<file path="src/rtl/multicycle_control_unit_if.sv">
// Control bus between the multicycle control unit and the datapath: opcode,
// memory handshake and stall enable in; mux selects and write strobes out.
interface multicycle_control_unit_if #(
  parameter int OPCODE_W = 6,
  parameter int ALUOP_W  = 2
);
  logic                en;
  logic [OPCODE_W-1:0] opcode;
  logic                mem_ready;
  logic                pc_write;
  logic                ir_write;
  logic                i_or_d;
  logic                mem_read;
  logic                mem_write;
  logic                reg_dst;
  logic                mem_to_reg;
  logic                reg_write;
  logic                alu_src_a;
  logic [1:0]          alu_src_b;
  logic [ALUOP_W-1:0]  alu_op;
  logic                branch;
  logic                branch_flip;
  logic [1:0]          pc_source;
  logic                bus_err;
  logic [3:0]          state_o;

  modport master (
    input  en, opcode, mem_ready,
    output pc_write, ir_write, i_or_d, mem_read, mem_write, reg_dst,
           mem_to_reg, reg_write, alu_src_a, alu_src_b, alu_op, branch,
           branch_flip, pc_source, bus_err, state_o
  );

  modport slave (
    output en, opcode, mem_ready,
    input  pc_write, ir_write, i_or_d, mem_read, mem_write, reg_dst,
           mem_to_reg, reg_write, alu_src_a, alu_src_b, alu_op, branch,
           branch_flip, pc_source, bus_err, state_o
  );
endinterface

</file>
<file path="src/rtl/multicycle_control_unit.sv">
// Moore-FSM control unit for a multicycle datapath with memory timeout.
// Define ILLEGAL_TRAP_EN to trap unlisted opcodes instead of treating them as nop.
module multicycle_control_unit #(
  parameter int OPCODE_W    = 6,
  parameter int ALUOP_W     = 2,
  parameter int MEM_TIMEOUT = 15
) (
  input logic                       clk,
  input logic                       rst_n,
  multicycle_control_unit_if.master bus
);
  localparam int TMO_W = 8;

  localparam logic [OPCODE_W-1:0] OP_R    = OPCODE_W'(6'b000000);
  localparam logic [OPCODE_W-1:0] OP_ADDI = OPCODE_W'(6'b001000);
  localparam logic [OPCODE_W-1:0] OP_SUBI = OPCODE_W'(6'b001001);
  localparam logic [OPCODE_W-1:0] OP_I3   = OPCODE_W'(6'b001010);
  localparam logic [OPCODE_W-1:0] OP_LW   = OPCODE_W'(6'b100011);
  localparam logic [OPCODE_W-1:0] OP_SW   = OPCODE_W'(6'b101011);
  localparam logic [OPCODE_W-1:0] OP_BEQ  = OPCODE_W'(6'b000100);
  localparam logic [OPCODE_W-1:0] OP_BNE  = OPCODE_W'(6'b000001);
  localparam logic [OPCODE_W-1:0] OP_BLT  = OPCODE_W'(6'b000011);
  localparam logic [OPCODE_W-1:0] OP_BGE  = OPCODE_W'(6'b000101);
  localparam logic [OPCODE_W-1:0] OP_J    = OPCODE_W'(6'b000010);
  localparam logic [OPCODE_W-1:0] OP_NOP  = OPCODE_W'(6'b111111);

  typedef enum logic [3:0] {
    S_RST    = 4'd0,  S_FETCH  = 4'd1,  S_DECODE = 4'd2,  S_EXEC_R = 4'd3,
    S_EXEC_I = 4'd4,  S_ADDR   = 4'd5,  S_MEM_RD = 4'd6,  S_MEM_WR = 4'd7,
    S_WB_ALU = 4'd8,  S_WB_MEM = 4'd9,  S_BRANCH = 4'd10, S_JUMP   = 4'd11,
    S_TRAP   = 4'd12
  } state_t;

  typedef struct packed {
    logic               pc_write;
    logic               ir_write;
    logic               i_or_d;
    logic               mem_read;
    logic               mem_write;
    logic               reg_dst;
    logic               mem_to_reg;
    logic               reg_write;
    logic               alu_src_a;
    logic [1:0]         alu_src_b;
    logic [ALUOP_W-1:0] alu_op;
    logic               branch;
    logic               branch_flip;
    logic [1:0]         pc_source;
  } ctrl_t;

  state_t              state, state_nx;
  logic [OPCODE_W-1:0] opc_q, opc_nx;
  logic [TMO_W-1:0]    tmo_cnt;
  ctrl_t               ctrl_q;
  logic                waiting, timeout, strobe_ok, fetch_gate;

  function automatic state_t decode_target(input logic [OPCODE_W-1:0] op);
    case (op)
      OP_R:                           decode_target = S_EXEC_R;
      OP_ADDI, OP_SUBI, OP_I3:        decode_target = S_EXEC_I;
      OP_LW, OP_SW:                   decode_target = S_ADDR;
      OP_BEQ, OP_BNE, OP_BLT, OP_BGE: decode_target = S_BRANCH;
      OP_J:                           decode_target = S_JUMP;
      OP_NOP:                         decode_target = S_FETCH;
`ifdef ILLEGAL_TRAP_EN
      default:                        decode_target = S_TRAP;
`else
      default:                        decode_target = S_FETCH;
`endif
    endcase
  endfunction

  // FETCH carries ir_write/pc_write unconditionally here; mem_ready gates them at the port.
  function automatic ctrl_t ctrl_for(input state_t s, input logic [OPCODE_W-1:0] op);
    ctrl_t c;
    c = '0;
    case (s)
      S_FETCH:  begin c.mem_read = 1'b1; c.alu_src_b = 2'b01; c.ir_write = 1'b1; c.pc_write = 1'b1; end
      S_DECODE: c.alu_src_b = 2'b11;
      S_EXEC_R: begin c.alu_src_a = 1'b1; c.alu_op = ALUOP_W'(2'b10); end
      S_EXEC_I: begin
        c.alu_src_a = 1'b1;
        c.alu_src_b = 2'b10;
        c.alu_op    = (op == OP_SUBI) ? ALUOP_W'(2'b01) : ALUOP_W'(2'b00);
      end
      S_WB_ALU: begin c.reg_write = 1'b1; c.reg_dst = (op == OP_R); end
      S_ADDR:   begin c.alu_src_a = 1'b1; c.alu_src_b = 2'b10; end
      S_MEM_RD: begin c.mem_read = 1'b1; c.i_or_d = 1'b1; end
      S_WB_MEM: begin c.reg_write = 1'b1; c.mem_to_reg = 1'b1; end
      S_MEM_WR: begin c.mem_write = 1'b1; c.i_or_d = 1'b1; end
      S_BRANCH: begin
        c.alu_src_a   = 1'b1;
        c.branch      = 1'b1;
        c.pc_source   = 2'b01;
        c.alu_op      = (op == OP_BLT || op == OP_BGE) ? ALUOP_W'(2'b11) : ALUOP_W'(2'b01);
        c.branch_flip = (op == OP_BNE) || (op == OP_BLT);
      end
      S_JUMP:   begin c.pc_write = 1'b1; c.pc_source = 2'b10; end
      default:  ;
    endcase
    return c;
  endfunction

  assign waiting = (state == S_FETCH) || (state == S_MEM_RD) || (state == S_MEM_WR);
  assign timeout = waiting && bus.en && !bus.mem_ready && (tmo_cnt == TMO_W'(MEM_TIMEOUT));
  assign opc_nx  = (state == S_DECODE && bus.en) ? bus.opcode : opc_q;

  always_comb begin
    state_nx = state;
    if (bus.en) begin
      case (state)
        S_RST:                                  state_nx = S_FETCH;
        S_FETCH:    if (bus.mem_ready)          state_nx = S_DECODE;
        S_DECODE:                               state_nx = decode_target(bus.opcode);
        S_EXEC_R, S_EXEC_I:                     state_nx = S_WB_ALU;
        S_ADDR:                                 state_nx = (opc_q == OP_SW) ? S_MEM_WR : S_MEM_RD;
        S_MEM_RD:   if (bus.mem_ready)          state_nx = S_WB_MEM;
                    else if (timeout)           state_nx = S_FETCH;
        S_MEM_WR:   if (bus.mem_ready || timeout) state_nx = S_FETCH;
        S_WB_ALU, S_WB_MEM, S_BRANCH, S_JUMP:   state_nx = S_FETCH;
        S_TRAP:                                 state_nx = S_TRAP;
        default:                                state_nx = S_RST;
      endcase
    end
  end

  // Outputs are registered from the next state; the wait counter restarts on every exit or abort.
  always_ff @(posedge clk or negedge rst_n) begin
    if (!rst_n) begin
      state   <= S_RST;
      opc_q   <= '0;
      tmo_cnt <= '0;
      ctrl_q  <= '0;
    end else begin
      state  <= state_nx;
      opc_q  <= opc_nx;
      ctrl_q <= ctrl_for(state_nx, opc_nx);
      if (state_nx != state || timeout)
        tmo_cnt <= '0;
      else if (waiting && bus.en && !bus.mem_ready)
        tmo_cnt <= tmo_cnt + 8'd1;
    end
  end

  assign strobe_ok  = bus.en && !timeout;
  assign fetch_gate = (state != S_FETCH) || bus.mem_ready;

  assign bus.pc_write    = ctrl_q.pc_write && strobe_ok && fetch_gate;
  assign bus.ir_write    = ctrl_q.ir_write && strobe_ok && fetch_gate;
  assign bus.mem_read    = ctrl_q.mem_read && strobe_ok;
  assign bus.mem_write   = ctrl_q.mem_write && strobe_ok;
  assign bus.reg_write   = ctrl_q.reg_write && strobe_ok;
  assign bus.branch      = ctrl_q.branch && strobe_ok;
  assign bus.i_or_d      = ctrl_q.i_or_d;
  assign bus.reg_dst     = ctrl_q.reg_dst;
  assign bus.mem_to_reg  = ctrl_q.mem_to_reg;
  assign bus.alu_src_a   = ctrl_q.alu_src_a;
  assign bus.alu_src_b   = ctrl_q.alu_src_b;
  assign bus.alu_op      = ctrl_q.alu_op;
  assign bus.branch_flip = ctrl_q.branch_flip;
  assign bus.pc_source   = ctrl_q.pc_source;
  assign bus.bus_err     = timeout;
  assign bus.state_o     = state;
endmodule

</file>
<file path="src/flat_wrapper.sv">
// flat-port wrapper written by rule: the top's interface ports become plain ports
module multicycle_control_unit_flat 
#(
  parameter int OPCODE_W    = 6,
  parameter int ALUOP_W     = 2,
  parameter int MEM_TIMEOUT = 15
)
  (clk, rst_n, bus_en, bus_opcode, bus_mem_ready, bus_pc_write, bus_ir_write, bus_i_or_d, bus_mem_read, bus_mem_write, bus_reg_dst, bus_mem_to_reg, bus_reg_write, bus_alu_src_a, bus_alu_src_b, bus_alu_op, bus_branch, bus_branch_flip, bus_pc_source, bus_bus_err, bus_state_o);
  multicycle_control_unit_if #(.OPCODE_W(OPCODE_W), .ALUOP_W(ALUOP_W)) bus_i ();
  input logic clk;
  input logic rst_n;
  input wire logic [$bits(bus_i.en)-1:0] bus_en;
  input wire logic [$bits(bus_i.opcode)-1:0] bus_opcode;
  input wire logic [$bits(bus_i.mem_ready)-1:0] bus_mem_ready;
  output wire logic [$bits(bus_i.pc_write)-1:0] bus_pc_write;
  output wire logic [$bits(bus_i.ir_write)-1:0] bus_ir_write;
  output wire logic [$bits(bus_i.i_or_d)-1:0] bus_i_or_d;
  output wire logic [$bits(bus_i.mem_read)-1:0] bus_mem_read;
  output wire logic [$bits(bus_i.mem_write)-1:0] bus_mem_write;
  output wire logic [$bits(bus_i.reg_dst)-1:0] bus_reg_dst;
  output wire logic [$bits(bus_i.mem_to_reg)-1:0] bus_mem_to_reg;
  output wire logic [$bits(bus_i.reg_write)-1:0] bus_reg_write;
  output wire logic [$bits(bus_i.alu_src_a)-1:0] bus_alu_src_a;
  output wire logic [$bits(bus_i.alu_src_b)-1:0] bus_alu_src_b;
  output wire logic [$bits(bus_i.alu_op)-1:0] bus_alu_op;
  output wire logic [$bits(bus_i.branch)-1:0] bus_branch;
  output wire logic [$bits(bus_i.branch_flip)-1:0] bus_branch_flip;
  output wire logic [$bits(bus_i.pc_source)-1:0] bus_pc_source;
  output wire logic [$bits(bus_i.bus_err)-1:0] bus_bus_err;
  output wire logic [$bits(bus_i.state_o)-1:0] bus_state_o;
  assign bus_i.en = bus_en;
  assign bus_i.opcode = bus_opcode;
  assign bus_i.mem_ready = bus_mem_ready;
  assign bus_pc_write = bus_i.pc_write;
  assign bus_ir_write = bus_i.ir_write;
  assign bus_i_or_d = bus_i.i_or_d;
  assign bus_mem_read = bus_i.mem_read;
  assign bus_mem_write = bus_i.mem_write;
  assign bus_reg_dst = bus_i.reg_dst;
  assign bus_mem_to_reg = bus_i.mem_to_reg;
  assign bus_reg_write = bus_i.reg_write;
  assign bus_alu_src_a = bus_i.alu_src_a;
  assign bus_alu_src_b = bus_i.alu_src_b;
  assign bus_alu_op = bus_i.alu_op;
  assign bus_branch = bus_i.branch;
  assign bus_branch_flip = bus_i.branch_flip;
  assign bus_pc_source = bus_i.pc_source;
  assign bus_bus_err = bus_i.bus_err;
  assign bus_state_o = bus_i.state_o;
  multicycle_control_unit #(.OPCODE_W(OPCODE_W), .ALUOP_W(ALUOP_W), .MEM_TIMEOUT(MEM_TIMEOUT)) u_core (.clk(clk), .rst_n(rst_n), .bus(bus_i));
endmodule
</file>
<file path="config.mk">
export PLATFORM = sky130hd
export DESIGN_NAME = multicycle_control_unit_flat
export DESIGN_NICKNAME = d
export VERILOG_FILES = /design/src/rtl/multicycle_control_unit_if.sv /design/src/rtl/multicycle_control_unit.sv /design/src/flat_wrapper.sv
export SDC_FILE = /design/constraint.sdc
export NUM_CORES = 1
export LEC_CHECK = 0
export ABC_AREA = 0
export CAP_MARGIN = 20
export CORE_MARGIN = 5
export CORE_UTILIZATION = 53
export CTS_BUF_LIST = sky130_fd_sc_hd__clkbuf_8 sky130_fd_sc_hd__clkbuf_16
export CTS_CLUSTER_SIZE = 12
export DETAILED_ROUTE_END_ITERATION = 8
export PLACE_DENSITY = 0.83
export SYNTH_ARGS = -nofsm -noshare
export SYNTH_HDL_FRONTEND = slang
export SYNTH_SLANG_ARGS = --single-unit
export TNS_END_PERCENT = 20
</file>
<file path="constraint.sdc">
create_clock -name clk -period 3.03 [get_ports clk]
set_input_delay 0.4545 -clock clk [delete_from_list [all_inputs] [get_ports clk]]
set_output_delay 0.4545 -clock clk [all_outputs]
set_load 0.02 [all_outputs]
</file>
==> metrics list <==
- Total number of H-tree levels: 2
- For this design, the sink count on the clock tree is 34.
- Smallest hold slack: 543 ps
- Path depth of the worst reg2reg path: 7
- A synthesized cell averages about 9.5 sq um.
- Top cells by area in the synthesized netlist: dfrtp_1 42%, nor2_1 3.5%, xnor2_1 3.0%, buf_4 3.0%, mux2_2 2.8%
- In the final routed layout, each cell accounts on average for 14.6 um.
- The cell sitting at the root of the clock tree is a clkbuf_8.
- Registers take 851 sq um.
- Wires add up to 4.35 mm.
- Switching power total: 714 uW
- WP data required: 2580 ps
- Flip-flop and latch count after synthesis: 34
- Clock share of power: about 19%
- After clock tree synthesis, the setup repair step added 0 buffers.
- Registers are responsible for 34.1% of the overall power.
- Clock tree from TritonCTS: yes
* Power density over the cells: ~740 nW/um^2
- Counting distinct cell types in the post-synthesis netlist gives between 50 and 60.
- Congestion Overflow GR: 0
- The worst setup path is captured at a primary output.
* Hold depth: 2
- Number of cell rows: 22
* Number of I/O pins: 32
- Shortest period the worst path allows: 2880 ps
- First-pass iteration count of the detailed router: 4
- Along the worst path, the maximum fanout reaches 4.
* Cell types with the highest counts after synthesis: 34 x dfrtp_1, 19 x nor2_1, 15 x nand2_1
- Before CTS, the worst setup slack after placement is about 110 ps.
- Max-slew violation count: 0
* Hpwl dp: about 3.3 mm
* Multi-input gate area: 1040 sq um
- Max_slew headroom: 57.6%
- Tracing the worst setup path back leads to its startpoint at bus_mem_ready.
- Iter 0 DRT Violations: 157
* Endpoint with the worst hold slack: u_core.opc_q[3]
* Count of nets left with antenna violations after detail routing: 0
- Weighted congestion reported at the end of routability-driven placement: 0.850
* Number of warnings issued by yosys: 0
* TritonCTS buffer count: 5
- The run finished with clean final reports.
* Type of the most critical hold path: reg -> reg
- The number of placed instances, taps included, is 290.
* Net switching fraction of the power: 38.1%
* Number of nets produced by synthesis: 224
- Vias in the first global route: 1659
* Post-layout instance count excluding filler cells: around 300
- For the worst setup path, the data arrival time is 2430 ps.
- The register with the most flip-flops in the layout has 8 of them.
- Core ar.: 3690 sq um
* Reg with most FFs: u_core.tmo_cnt
* Die span in y: between 70 and 80 um
- In this run the static leakage power is 0.00109 uW.
* Combinational group share of total power: 47.4%
* Layout cell share with drive strength beyond 1: 16.8%
- Number of synthesized flops with an enable pin: 0
- Clock latency on the worst-skew pair: slightly below 300 ps
- Detailed routing inserted a total of 1711 vias.
* Global-route wire length before repair: 7.66 mm
* Pin count of the biggest net entering global routing: 35
* Post-route DRC: 0
- Once the floorplan was initialized, standard cells occupied 55.1% of the core.
- Setup total negative slack on the finished layout was measured at 0 ps.
- Kind of critical path: in -> out
- Pin slew with the least headroom to its limit: 633 ps
- Post-synth top area share: 41.8%
- After the last flow step, the layout net total stands at 260.
* Max-cap violation count: 0
- Total internal power: between 1000 and 1500 uW
- In this run the critical register-to-register path is launched from u_core.bus.state_o[1].
- Unrepaired setup endpoints after global routing: no
* N_diodes: 0
* Fillcell total: 295
* Antenna violations before repair: 0
* Clock Path Buffers: 2
* Number of standard cells after synthesis: 213
- Cell area after synthesis: 2030 sq um
- Startpoint types: input pin
- Capture point of the worst reg-to-reg path: u_core.bus.alu_op[0]
- The die covers 5170 sq um.
* Async SR Flop Fraction: 100%
- The worst register-to-register path has a setup slack of between 400 and 500 ps.
- Clock skew on the completed layout was measured at ~6.5 ps.
- Yosys top cell by area: dfrtp_1
- In the synthesized netlist the dominant register cell turns out to be dfrtp_1.
- After layout, the worst path uses 95.2% of the clock period.
- Cells fill approximately two thirds of the core in the end.
- The die is 71.9 um wide.
* All-Layer GR Usage: 18.8%
* Maximum vdd ir drop: 0.000489 V
* CTS clock-pin slew for the worst setup and hold paths: 70 ps
* Worst setup slack after layout: roughly 150 ps
- Portion of the post-synthesis area used by sequential elements: a little over two fifths
- In the routed layout, each cell is associated on average with a via count of 5.74.
- Among all cell types in the netlist, the one instantiated most often is dfrtp_1.
* Final number of hold-violating endpoints: 0
* Setup violators final: 0
- Hold path start: u_core.opc_q[3]
- Count of input and output buffers: 31
- Area growth from synthesis to final layout: 23.8%
- Top Registers: u_core.tmo_cnt (8), u_core.opc_q (6), u_core.ctrl_q (5)
* Fmax: 0.347 GHz
-- metrics by stage --
step,instance area (sq um),total power (uW)
finish,2520,1870
global route,2520,2010
CTS,2510,1880
detailed placement,2420,1530
global placement,2420,1500
floorplan,2030,1250
-- metal layers --
metal	track usage, %	vias to the layer above	wire, um
li1	-	822	-
met1	25.7	823	1940
met2	29.2	60	2050
met3	4.16	6	287
met4	7.10	0	63
met5	0	-	0
-- cell type report --
cell class	instances	area share, %
Inverter	8	1.19
Timing Repair Buffer	48	17.5
Sequential cell	34	33.8
Tap cell	48	2.39
Clock buffer	6	3.28
Multi-Input combinational cell	152	41.4
Clock inverter	2	0.497
-- critical path, cell delays in order --
cell             delay, ps
clkdlybuf4s50_1        420
and4bb_2               330
nand4_1                180
nor2_2                 150
nor2_1                  70
buf_4                  150
and2_1                 140
clkdlybuf4s50_1        540
-- worst max path at each step --
| stage | endpoint | slack [ps] | depth (start not counted) |
|---|---|---|---|
| final | bus_branch | 150 | 8 |
| after global routing | bus_branch | 5 | 8 |
| after CTS | bus_mem_read | 110 | 8 |
| after detailed placement | u_core.bus.alu_op[1] | 110 | 7 |
| after global placement | bus_mem_read | 160 | 8 |
| after floorplan | bus_ir_write | 480 | 7 |
-- power groups by stage --
stage          Sequential, uW  Combinational [uW]  Clock (uW)
2_1_floorplan             668                 587           0
4_1_cts                   640                 888         353
6_report                  639                 889         346
3_3_place_gp              643                 861           0
5_1_grt                   655                 980         377
3_5_place_dp              648                 883           0
-- logic make-up after synthesis --
family	Yosys count	share of synthesized area (%)
and+or+nand+nor	95	26.6
AOI/OAI and AO/OA	35	13.9
DFF	34	41.8
buffers and inverters	27	7.08
xor gates and xnor gates	12	5.17
muxes	9	4.74
adders and majority gates	1	0.615
-- placed cells by master (no fill, tap or decap), types with 3 or more instances in the layout --
cell type / netlist / final
o21ai_0: 5 / 5
mux2i_1: 4 / 4
and3_1: 3 / 3
dfrtp_1: 34 / 34
nand2b_1: 6 / 6
mux2_2: 5 / 5
nor2b_1: 6 / 6
nand2_1: 15 / 15
xor2_1: 5 / 5
and2_1: 6 / 6
xnor2_1: 7 / 7
or4_1: 3 / 3
nor3_1: 9 / 9
a21oi_1: 10 / 10
nand3_1: 7 / 7
inv_1: 7 / 7
nor4_1: 3 / 3
clkdlybuf4s50_1: 0 / 30
buf_4: 8 / 17
clkbuf_8: 0 / 6
nor2_1: 19 / 18
-- timing repair --
action,4_1_cts,5_1_grt
setup endpoints to repair,0,4
hold endpoints to repair,0,0
hold buffers,0,0
gates resized for setup,0,2
No activity file was read; power rests on OpenSTA's default activity.
